--- config.mk ---
export PLATFORM = sky130hd
export DESIGN_NAME = sig_unpack_pipe
export DESIGN_NICKNAME = d
export VERILOG_FILES = /design/src/rtl/sig_unpack_pipe_pkg.sv /design/src/rtl/sig_unpack_pipe_lzc_shift.sv /design/src/rtl/sig_unpack_pipe.sv
export SDC_FILE = /design/constraint.sdc
export NUM_CORES = 1
export LEC_CHECK = 0
export ABC_CLOCK_PERIOD_IN_PS = 3700
export CAP_MARGIN = 25
export CELL_PAD_IN_SITES_DETAIL_PLACEMENT = 1
export CELL_PAD_IN_SITES_GLOBAL_PLACEMENT = 1
export CORE_ASPECT_RATIO = 0.6
export CORE_MARGIN = 3
export CORE_UTILIZATION = 41
export DETAILED_ROUTE_END_ITERATION = 8
export PLACE_DENSITY = 0.91
export SLEW_MARGIN = 20
export SYNTH_ARGS = -nofsm -noshare
export SYNTH_HDL_FRONTEND = slang
export SYNTH_SLANG_ARGS = --single-unit
--- constraint.sdc ---
create_clock -name clk -period 3.7 [get_ports clk]
set_input_delay 0.74 -clock clk [delete_from_list [all_inputs] [get_ports clk]]
set_output_delay 0.74 -clock clk [all_outputs]
set_load 0.05 [all_outputs]
--- src/rtl/sig_unpack_pipe_pkg.sv ---
// -----------------------------------------------------------------------------
// sig_unpack_pipe_pkg
// Shared FPU format constants used by the significand unpack pipeline.
//   FPU_FW   : double-precision fraction width
//   FPU_SFW  : single-precision fraction width
//   FPU_SOFF : bit position of the single fraction LSB inside the packed operand
//   FPU_LZW  : width of a leading-zero count covering FW+1 bits (2**LZW > FW+1)
// -----------------------------------------------------------------------------
package sig_unpack_pipe_pkg;

   localparam int FPU_FW   = 52;
   localparam int FPU_SFW  = 23;
   localparam int FPU_SOFF = 32;
   localparam int FPU_LZW  = 6;

endpackage : sig_unpack_pipe_pkg

--- src/rtl/sig_unpack_pipe_lzc_shift.sv ---
// -----------------------------------------------------------------------------
// lzc_shift
// Leading-zero counter and left shifter, kept as two independent paths so the
// count can sit in one pipeline stage and the shift in the next.
// Ports:
//   cnt_i  [W-1:0]   value whose leading zeros are counted (MSB first)
//   lz_o   [LZW-1:0] leading-zero count; equals W when cnt_i is zero
//   sh_i   [W-1:0]   value to shift left
//   amt_i  [LZW-1:0] shift amount
//   sh_o   [W-1:0]   sh_i << amt_i, zero fill, truncated to W bits
// -----------------------------------------------------------------------------
module lzc_shift #(
   parameter int W   = 53,
   parameter int LZW = 6
) (
   input  logic [W-1:0]   cnt_i,
   output logic [LZW-1:0] lz_o,
   input  logic [W-1:0]   sh_i,
   input  logic [LZW-1:0] amt_i,
   output logic [W-1:0]   sh_o
);

   // Scan LSB to MSB so the last hit is the most significant set bit.
   always_comb begin
      lz_o = LZW'(W);
      for (int i = 0; i < W; i++) begin
         if (cnt_i[i]) begin
            lz_o = LZW'(W - 1 - i);
         end
      end
   end

   assign sh_o = sh_i << amt_i;

endmodule : lzc_shift

--- src/rtl/sig_unpack_pipe.sv ---
// -----------------------------------------------------------------------------
// sig_unpack_pipe
// Two-stage pipeline that extracts the fraction of a single or double operand,
// prepends the hidden bit, counts leading zeros and optionally normalises.
// Ports:
//   clk, rst            clock, synchronous active-high reset
//   in_valid/in_ready   input handshake (transfer when both high)
//   db                  1 = double, 0 = single
//   x      [FW+11:0]    packed operand
//   e_z                 exponent is zero (hidden bit = 0)
//   normal              1 = left-justify the significand
//   out_valid/out_ready output handshake (transfer when both high)
//   f      [FW:0]       significand including hidden bit
//   lz     [LZW-1:0]    leading-zero count of the significand
//   fz                  raw fraction is zero
//   h      [FW-1:0]     raw fraction
// -----------------------------------------------------------------------------
module sig_unpack_pipe
   import sig_unpack_pipe_pkg::*;
#(
   parameter int FW   = FPU_FW,
   parameter int SFW  = FPU_SFW,
   parameter int SOFF = FPU_SOFF,
   parameter int LZW  = FPU_LZW
) (
   input  logic           clk,
   input  logic           rst,
   input  logic           in_valid,
   output logic           in_ready,
   input  logic           db,
   input  logic [FW+11:0] x,
   input  logic           e_z,
   input  logic           normal,
   output logic           out_valid,
   input  logic           out_ready,
   output logic [FW:0]    f,
   output logic [LZW-1:0] lz,
   output logic           fz,
   output logic [FW-1:0]  h
);

   logic           vld_p1_q, vld_p1_d;
   logic           vld_p2_q, vld_p2_d;
   logic           adv_p1, adv_p2, acc_p0;

   logic [FW-1:0]  h_p0;
   logic [FW:0]    te_p0;
   logic [LZW-1:0] lz_p0;
   logic           fz_p0;

   logic [FW-1:0]  h_p1_q;
   logic [FW:0]    te_p1_q;
   logic [LZW-1:0] lz_p1_q;
   logic           fz_p1_q;
   logic           nrm_p1_q;
   logic [FW:0]    sh_p1;
   logic [FW:0]    f_p1;

   logic [FW:0]    f_p2_q;
   logic [LZW-1:0] lz_p2_q;
   logic           fz_p2_q;
   logic [FW-1:0]  h_p2_q;

   // Exponent/sign bits above the fraction never influence this block.
   logic           unused_x_hi;
   assign unused_x_hi = ^x[FW+11:FW];

   // ---- handshake control --------------------------------------------------
   always_comb begin
      adv_p2   = !vld_p2_q || out_ready;
      adv_p1   = vld_p1_q && adv_p2;
      in_ready = !rst && (!vld_p1_q || adv_p2);
      acc_p0   = in_valid && in_ready;
      vld_p1_d = acc_p0 || (vld_p1_q && !adv_p1);
      vld_p2_d = adv_p2 ? vld_p1_q : vld_p2_q;
   end

   always_ff @(posedge clk) begin
      if (rst) begin
         vld_p1_q <= 1'b0;
         vld_p2_q <= 1'b0;
      end else begin
         vld_p1_q <= vld_p1_d;
         vld_p2_q <= vld_p2_d;
      end
   end

   // ---- stage 0: field select, hidden bit, leading-zero count --------------
   assign h_p0  = db ? x[FW-1:0] : {x[SOFF+SFW-1:SOFF], {(FW-SFW){1'b0}}};
   assign te_p0 = {~e_z, h_p0};
   assign fz_p0 = (h_p0 == '0);

   // Count runs on the stage-0 operand; shift runs on the stage-1 registers.
   lzc_shift #(
      .W   (FW + 1),
      .LZW (LZW)
   ) u_lzc_shift (
      .cnt_i (te_p0),
      .lz_o  (lz_p0),
      .sh_i  (te_p1_q),
      .amt_i (lz_p1_q),
      .sh_o  (sh_p1)
   );

   // ---- stage 1 register ---------------------------------------------------
   always_ff @(posedge clk) begin
      if (acc_p0) begin
         h_p1_q   <= h_p0;
         te_p1_q  <= te_p0;
         lz_p1_q  <= lz_p0;
         fz_p1_q  <= fz_p0;
         nrm_p1_q <= normal;
      end
   end

   assign f_p1 = nrm_p1_q ? sh_p1 : te_p1_q;

   // ---- stage 2 register (outputs) -----------------------------------------
   always_ff @(posedge clk) begin
      if (rst) begin
         f_p2_q  <= '0;
         lz_p2_q <= '0;
         fz_p2_q <= 1'b0;
         h_p2_q  <= '0;
      end else if (adv_p1) begin
         f_p2_q  <= f_p1;
         lz_p2_q <= lz_p1_q;
         fz_p2_q <= fz_p1_q;
         h_p2_q  <= h_p1_q;
      end
   end

   assign out_valid = vld_p2_q;
   assign f         = f_p2_q;
   assign lz        = lz_p2_q;
   assign fz        = fz_p2_q;
   assign h         = h_p2_q;

endmodule : sig_unpack_pipe

After elaboration in Yosys (flattened, before gate mapping)

Cells that the tools add are included.

Bits in registers: 227
Output and inout bits: 114

Shifts and indexed selects: 1
Muxes and demuxes: 54
Bitwise gates (word level): 1
Reductions and logical operators: 17

Operators with widths:

| cell                        | count |
|---|---|
| 2-to-1 mux 5 bit            | 32 |
| 2-to-1 mux 53 bit           | 1 |
| << shifter 53 x 6 -> 53 bit | 1 |
| logical NOT 52 bit          | 1 |
| 2-to-1 mux 52 bit           | 1 |
| 2-to-1 mux 4 bit            | 8 |
| OR reduction 32 bit         | 1 |
| 2-to-1 mux 3 bit            | 8 |
| OR reduction 16 bit         | 1 |
| OR reduction 8 bit          | 1 |
| logical AND 1 bit           | 4 |
| logical NOT 1 bit           | 4 |
| 2-to-1 mux 2 bit            | 2 |
| OR reduction 4 bit          | 1 |
| logical OR 1 bit            | 3 |
| 2-to-1 mux 1 bit            | 2 |
| OR reduction 2 bit          | 1 |
| NOT 1 bit                   | 1 |

Longest topological paths before layout

Gate-level depths: netlist of the first run.

Depth in word-level cells: 53
Mapped depth: 9
Depth with buffers taken out: 7

Hierarchy

Synthesis of the first run repeated with hierarchy kept, for this count alone.

Cells, all modules: 1232
Area total of the unflattened synthesis: 11458.5 sq um

By module, submodules not included:

| module          | times used | cells each | area each (sq um) | sequential area each (sq um) |
|---|---|---|---|---|
| sig_unpack_pipe | 1          | 650        | 7008.0            | 4113.9 |
| lzc_shift       | 1          | 582        | 4450.5            | 0.0 |

Least setup slack after synthesis of the first run

Ideal clock, no wire load.

Path type: input to register
Start point: input rst
End point: register fz_p1_q (enable)
Library setup time: 0.425 ns
Data arrival time: 3.269 ns
Data required time: 3.275 ns
Slack: 0.006 ns
Stages on the path: 3
Path buffers: 1
Cells stage by stage: clkbuf_1 a21oi_1 and2_1

Cells in the longest elaborated chain, start to end: 3

RTL lines:

| item                   | line                   | RTL |
|---|---|---|
| start: declaration     | sig_unpack_pipe.sv:27  | `input logic rst,` |
| logical NOT 1 bit      | sig_unpack_pipe.sv:72  | `in_ready = !rst && (!vld_p1_q \|\| adv_p2);` |
| logical AND 1 bit      | sig_unpack_pipe.sv:72  |  |
| named net in_ready     | sig_unpack_pipe.sv:29  | `output logic in_ready,` |
| logical AND 1 bit      | sig_unpack_pipe.sv:73  | `acc_p0 = in_valid && in_ready;` |
| named net acc_p0       | sig_unpack_pipe.sv:44  | `logic adv_p1, adv_p2, acc_p0;` |
| end signal: assignment | sig_unpack_pipe.sv:111 | `fz_p1_q <= fz_p0;` |
| end: declaration       | sig_unpack_pipe.sv:54  | `logic fz_p1_q;` |

The timed path passes the listed nets, and every way through them passes these cells.
A chain may end at the register's enable or synchronous reset.

Worst setup path in the final report of the first run

Start point: input out_ready
End point: output in_ready

Cells in the longest elaborated chain, start to end: 3

RTL lines:

| item               | line                  | RTL |
|---|---|---|
| start: declaration | sig_unpack_pipe.sv:35 | `input logic out_ready,` |
| logical OR 1 bit   | sig_unpack_pipe.sv:70 | `adv_p2 = !vld_p2_q \|\| out_ready;` |
| logical OR 1 bit   | sig_unpack_pipe.sv:72 |  |
| logical AND 1 bit  | sig_unpack_pipe.sv:72 |  |
| end: declaration   | sig_unpack_pipe.sv:29 |  |

Every way passes these cells.

==> out/qor.txt, run 1 <==
Worst path required time: 2.96 ns
Startpoint of the tightest hold check path: lz[4]
MaxCap Viol Count: 0
HPWL reported at the end of detailed placement: 35010 µm
Nets in the synthesized netlist: 1274
Count of TritonRoute iterations in the first routing pass: 5
Number of global-route vias before repair: 11140
Fraction of final layout cells with drive strength greater than 1: 0.1393
FP Rows: 45
Number of instances in the synthesized netlist: 1203
Worst Tran Pin Value: 0.8027 ns
Warnings, synthesis: 0
Die height: 133.4 µm
Int Pwr: 3730 µW
Worst slew slack as a fraction of its limit: 0.4649
Shortest clock period the worst path allows after layout: 3.207 ns
Initial Util: 0.4271
Clk buf depth: 2
Post-CTS repair timing setup buffer count: 0
Average size of a mapped cell: 9.215 µm²
Average wire per cell in the routed design: 28.57 µm
Final setup violation count: 0
Clk Tree Root Cell: sky130_fd_sc_hd__clkbuf_16
Num Clock Sinks: 175
Buffers added on ports: 175
Number of library cell types mapped by synthesis: 65
Worst-Skew Late Latency: 0.47 ns
Worst path cell trace: clkdlybuf4s50_1 -> nor2b_1 -> buf_4 -> a21oi_1 -> clkdlybuf4s50_1
Count of final hold-check violations: 0
Number of cells on the worst reg-to-reg path: 7
Total congestion overflow: 0
Share of the cycle needed by the critical path after routing: 0.8669
Worst setup startpoint: out_ready
Peak per-stage delay on the critical path: 0.86 ns
Register bit total from synthesis: 175
Via count: 11210
Sequential fraction of design power: 0.405
Remaining design rule violation count: 0
Largest fanout on the critical path: 5
Core Box Area: 0.02596 mm²
Critical setup path kind: primary input to output port
Maximum number of pins on one net before global-route repair: 84
Clock tree from TritonCTS: done
Status: complete, no violations
Share of flip-flops with an asynchronous set or reset after synthesis: 0
GPL Wtd Cong: 1.029
Antenna violations before repair: 1
CP most frequent cell: sky130_fd_sc_hd__clkdlybuf4s50_1
Power density over the cells: 392.7 mW/mm²
Die X: 218.3 µm
Routed wire length: 48830 µm
Clock-pin slew on the worst setup and hold paths: 0.06 ns
Kind of end point of the critical path: output port
Post-synth EDFFs: 61
Area overhead of the layout relative to synthesis: 25.21%
Floorplan die area: 0.02911 mm²
Max VDD drop: 0.2712 mV
Clock network power share: 0.377
Starting DRC count in detailed routing: 1538
Arrival @ worst endpoint: 2.47 ns
Number of inserted filler cells in the final layout: 2928
Antenna diode count: 0
Setup total negative slack: 0 ns
Sw Pwr: 1721 µW
Final antenna-violating net count: 0
Setup clock skew after layout: 0.01741 ns
Number of slew-limit violations in the final report: 0
CP startpoint kind: primary input
RSZ-0062 raised after global routing: no
Leak pwr: 0.004955 µW
Switching part of the total power: 0.3156
Critical-path cell with the highest stage delay: sky130_fd_sc_hd__clkdlybuf4s50_1
Overall routing resource usage: 0.3336
Post-route cell area: 0.01388 mm²
TritonCTS buffer count: 17
Number of levels in the clock H-tree: 4
Highest achievable clock rate: 311.8 MHz
IO Pins: 185
RR Startpoint: lz_p1_q[1]
First-pass GRT wire length: 72390 µm
Total Nets Final: 1415
Worst hold slack: 0.4526 ns
Comb power frac: 0.218
Via density per instance: 6.559
Post-cts gate resize count: 0
Fraction of the yosys area taken by sequential cells: 0.3711
Tightest Hold Check Type: flop to flop
Cts hold-fix bufs: 0
Hold path cells: 2
Top FF cell, synth: sky130_fd_sc_hd__dfxtp_1
Post-synthesis instance area: 0.01109 mm²
Placed standard-cell area: 0.01320 mm²
[through the flow]
step | instances | total power [µW] | setup WS, ns | util
floorplan | 1203 | 2909 | 0.005619 | -
global placement | 1676 | 3358 | 0.5570 | 0.5087
detailed placement | 1676 | 3389 | 0.5145 | 0.5087
CTS | 1708 | 5441 | 0.4986 | 0.5343
global route | 1709 | 5620 | 0.4787 | 0.5348
finish | 1709 | 5451 | 0.4926 | 0.5348
[power groups by stage]
| stage | Sequential, µW | Combinational [µW] | Clock (µW) |
|---|---|---|---|
| 2_1_floorplan | 2390 | 522 | 0 |
| 3_3_place_gp | 2240 | 1120 | 0 |
| 3_5_place_dp | 2250 | 1140 | 0 |
| 4_1_cts | 2200 | 1160 | 2080 |
| 5_1_grt | 2210 | 1240 | 2160 |
| 6_report | 2210 | 1190 | 2060 |
[cells in the mapped netlist (5+ instances only)]
| master | count | area share |
|---|---|---|
| sky130_fd_sc_hd__a22oi_1 | 5 | 0.0034 |
| sky130_fd_sc_hd__nand2_1 | 203 | 0.069 |
| sky130_fd_sc_hd__nor2b_1 | 6 | 0.0034 |
| sky130_fd_sc_hd__mux4_2 | 63 | 0.13 |
| sky130_fd_sc_hd__o21ai_0 | 19 | 0.0086 |
| sky130_fd_sc_hd__buf_1 | 8 | 0.0027 |
| sky130_fd_sc_hd__nand2b_1 | 10 | 0.0056 |
| sky130_fd_sc_hd__and2_1 | 26 | 0.015 |
| sky130_fd_sc_hd__nor3_1 | 32 | 0.014 |
| sky130_fd_sc_hd__inv_1 | 20 | 0.0068 |
| sky130_fd_sc_hd__edfxtp_1 | 61 | 0.17 |
| sky130_fd_sc_hd__nor2_1 | 110 | 0.037 |
| sky130_fd_sc_hd__nand3_1 | 16 | 0.0072 |
| sky130_fd_sc_hd__or3_1 | 8 | 0.0045 |
| sky130_fd_sc_hd__a221o_1 | 8 | 0.0072 |
| sky130_fd_sc_hd__a311oi_1 | 9 | 0.0071 |
| sky130_fd_sc_hd__nor4_1 | 6 | 0.0034 |
| sky130_fd_sc_hd__a211o_1 | 5 | 0.0040 |
| sky130_fd_sc_hd__clkbuf_1 | 56 | 0.019 |
| sky130_fd_sc_hd__o22ai_1 | 6 | 0.0034 |
| sky130_fd_sc_hd__a211oi_1 | 14 | 0.0095 |
| sky130_fd_sc_hd__a21oi_1 | 118 | 0.053 |
| sky130_fd_sc_hd__a31oi_1 | 12 | 0.0068 |
| sky130_fd_sc_hd__o31ai_1 | 6 | 0.0041 |
| sky130_fd_sc_hd__dfxtp_1 | 114 | 0.21 |
| sky130_fd_sc_hd__a221oi_1 | 29 | 0.023 |
| sky130_fd_sc_hd__o21ai_1 | 18 | 0.0081 |
| sky130_fd_sc_hd__buf_2 | 15 | 0.0068 |
| sky130_fd_sc_hd__mux2_1 | 6 | 0.0061 |
| sky130_fd_sc_hd__mux2_2 | 38 | 0.039 |
| sky130_fd_sc_hd__mux2i_1 | 61 | 0.055 |
| sky130_fd_sc_hd__and3_1 | 20 | 0.011 |
| sky130_fd_sc_hd__buf_4 | 13 | 0.0088 |
[placed cells by master, fill, tap and decap left out, types with 8 or more instances in the layout]
cell type                         count
sky130_fd_sc_hd__a21oi_1            118
sky130_fd_sc_hd__mux2_2              38
sky130_fd_sc_hd__edfxtp_1            61
sky130_fd_sc_hd__o21ai_0             19
sky130_fd_sc_hd__or3_1                8
sky130_fd_sc_hd__a311oi_1             9
sky130_fd_sc_hd__and2_1              25
sky130_fd_sc_hd__clkbuf_16           20
sky130_fd_sc_hd__dfxtp_1            114
sky130_fd_sc_hd__a211oi_1            14
sky130_fd_sc_hd__mux4_2              63
sky130_fd_sc_hd__clkdlybuf4s50_1    173
sky130_fd_sc_hd__a31oi_1             12
sky130_fd_sc_hd__a221o_1              8
sky130_fd_sc_hd__nor2_1             110
sky130_fd_sc_hd__nor3_1              32
sky130_fd_sc_hd__o21ai_1             18
sky130_fd_sc_hd__and3_1              20
sky130_fd_sc_hd__inv_1               19
sky130_fd_sc_hd__buf_4               38
sky130_fd_sc_hd__nand2b_1             9
sky130_fd_sc_hd__nand2_1            203
sky130_fd_sc_hd__a221oi_1            29
sky130_fd_sc_hd__nand3_1             16
sky130_fd_sc_hd__mux2i_1             61
[metal layers]
| metal | GRT usage | vias up | wire (µm) |
|---|---|---|---|
| met5 | 0 | - | 13 |
| met4 | 0.1031 | 2 | 1353 |
| met3 | 0.1368 | 116 | 6580 |
| met2 | 0.4785 | 751 | 20510 |
| met1 | 0.4593 | 5575 | 20370 |
| li1 | - | 4766 | - |
[critical path: cells and delay by family]
| family | cells | cell delay (ns) |
|---|---|---|
| AND/OR/NAND/NOR | 1 | 0.04 |
| buffers and inverters | 3 | 1.47 |
| AO/OA/AOI/OAI | 1 | 0.21 |
[worst paths after layout]
path | endpoint | slack [ns]
min | lz[4] | 0.45
min reg2reg | lz[4] | 0.45
max | in_ready | 0.49
max reg2reg | f[50] | 0.61
[registers in the layout, indices dropped and copies added, names as in the netlist]
name and count:
vld_p1_q 1, f 53, h_p1_q 51, lz_p1_q 6, te_p1_q 2, nrm_p1_q 1, fz_p1_q 1, h 52
fz 1, out_valid 1, lz 6
[cell type report]
class / instances / area (µm²) / area share
multi-input combinational: 909 / 6440 / 0.4639
clock buffer: 21 / 508.0 / 0.03660
clock inverter: 11 / 158.9 / 0.01145
sequential: 175 / 4114 / 0.2964
tap: 352 / 440.4 / 0.03173
timing repair buffer: 218 / 2133 / 0.1537
inverter: 23 / 86.33 / 0.006220
[logic make-up (layout without fill, tap and decap cells)]
kind of cell / Yosys count / count (layout) / synth area share
simple gates: 451 / 451 / 0.1815
compound gates: 290 / 290 / 0.1702
flops: 175 / 175 / 0.3711
mux: 168 / 168 / 0.2278
buf+inv: 119 / 273 / 0.04943
Note: power is estimated with default switching activity, not from simulation.
==> inputs of run 2 (changes only) <==
TNS_END_PERCENT = 5   (was unset)
==> results of run 2 <==
Final layout, timing and power as in run 1 (identical DEF).
==> inputs of run 3 (changes only) <==
PLACE_DENSITY = 0.78   (was 0.91)
==> out/qor.txt, run 3 (synthesis gave the netlist of run 1 again) <==
Num Clock Sinks: 175
Core Box Area: 0.02596 mm²
Setup total negative slack: 0 ns
Worst-Skew Late Latency: 0.46 ns
Arrival @ worst endpoint: 2.41 ns
Terminus of the critical flop-to-flop path: f[30]
Number of flip-flops under the largest register name: 53
Fraction of final layout cells with drive strength greater than 1: 0.1300
GPL Wtd Cong: 0.9697
Routed wire length: 47010 µm
Terminating pin of the worst hold path: lz[2]
Post-CTS repair timing setup buffer count: 0
Clk buf depth: 2
Via count: 10780
Overall routing resource usage: 0.3212
Core utilization of the finished layout: 0.5288
Power density over the cells: 374.8 mW/mm²
Shortest clock period the worst path allows after layout: 3.148 ns
Antenna diode count: 0
Post-route cell area: 0.01372 mm²
Leak pwr: 0.004857 µW
Average wire per cell in the routed design: 27.69 µm
RR Startpoint: lz_p1_q[1]
Post-cts gate resize count: 0
Share of the cycle needed by the critical path after routing: 0.8508
Clk Tree Root Cell: sky130_fd_sc_hd__clkbuf_16
TritonCTS buffer count: 17
Die height: 133.4 µm
MaxCap Viol Count: 0
Worst path required time: 2.96 ns
Count of TritonRoute iterations in the first routing pass: 6
Buffers added on ports: 175
Startpoint of the tightest hold check path: lz[2]
Clock-pin slew on the worst setup and hold paths: 0.06 ns
Number of slew-limit violations in the final report: 0
Total congestion overflow: 0
Antenna violations before repair: 1
Most common cell after layout, fill and taps aside: sky130_fd_sc_hd__nand2_1
Worst slew slack as a fraction of its limit: 0.3169
Kind of end point of the critical path: output port
Placed standard-cell area: 0.01315 mm²
Area overhead of the layout relative to synthesis: 23.80%
Starting DRC count in detailed routing: 1298
RSZ-0062 raised after global routing: no
Number of levels in the clock H-tree: 4
Setup slack of the worst register-to-register path: 0.78 ns
Worst Tran Pin Value: 1.023 ns
Most used cells in the layout excluding fill and tap cells: sky130_fd_sc_hd__nand2_1, sky130_fd_sc_hd__clkdlybuf4s50_1, sky130_fd_sc_hd__a21oi_1
Clock tree from TritonCTS: done
Via density per instance: 6.346
Setup clock skew after layout: 0.01114 ns
Final worst-path setup slack: 0.5519 ns
Largest fanout on the critical path: 5
Worst setup startpoint: out_ready
Maximum number of pins on one net before global-route repair: 99
First-pass GRT wire length: 69880 µm
CP startpoint kind: primary input
Floorplan die area: 0.02911 mm²
Die X: 218.3 µm
Cts hold-fix bufs: 0
Final antenna-violating net count: 0
Status: complete, no violations
Number of global-route vias before repair: 10750
HPWL reported at the end of detailed placement: 33830 µm
Count of final hold-check violations: 0
Highest achievable clock rate: 317.6 MHz
Final setup violation count: 0
Number of cells on the worst reg-to-reg path: 7
Critical setup path kind: primary input to output port
Tightest Hold Check Type: flop to flop
Worst setup slack before clock tree synthesis: 0.5487 ns
FP Rows: 45
IO Pins: 185
Max VDD drop: 0.2837 mV
Hold path cells: 2
Initial Util: 0.4271
Remaining design rule violation count: 0
Total Nets Final: 1404
## run 3: cell count changes in the layout (fill, tap and decap cells not counted), sizes merged
cell      before  now
clkinvlp       1    2
clkbuf        21   22
clkinv         2    5
inv           28   26
buf           45   34
bufinv         3    0
## run 3: stage by stage
stage               hold slack, ns  std cells  power [µW]
floorplan                   0.4713       1203        2909
global placement            0.4433       1666        3356
detailed placement          0.4485       1666        3373
CTS                         0.4574       1698        5149
global route                0.4796       1698        5323
finish                      0.4534       1698        5144
## run 3: worst max-delay path: stages
cell	delay, ns
sky130_fd_sc_hd__clkdlybuf4s50_1	0.40
sky130_fd_sc_hd__nor2b_1	0.39
sky130_fd_sc_hd__a21oi_1	0.15
sky130_fd_sc_hd__clkdlybuf4s50_1	0.73
## run 3: worst max path at each step
stage / end / cells past startpoint / slack, ns
floorplan: fz_p1_q / 3 / 0.006
global placement: in_ready / 4 / 0.60
detailed placement: in_ready / 4 / 0.55
CTS: in_ready / 4 / 0.55
global route: in_ready / 4 / 0.51
finish: in_ready / 4 / 0.55
## run 3: per-layer routing
layer | up-vias | GRT usage | routed length (µm)
met5 | - | 0.01000 | 49
li1 | 4740 | - | -
met4 | 4 | 0.06189 | 640
met1 | 5424 | 0.4711 | 21070
met2 | 558 | 0.4556 | 19710
met3 | 50 | 0.1149 | 5538
## run 3: layout make-up
class	instances	area (µm²)
fillers	2924	12230
multi-input cells	909	6440
flip-flops and latches	175	4114
repair buffers	207	2072
clock buffers	22	496.7
well taps	352	440.4
inverters	23	86.33
clock inverters	10	75.07
## run 3: power by group
group          total [µW]  internal (µW)  switching [µW]
sequential           2200           2080             120
clock                1780            962             819
combinational        1160            432             727
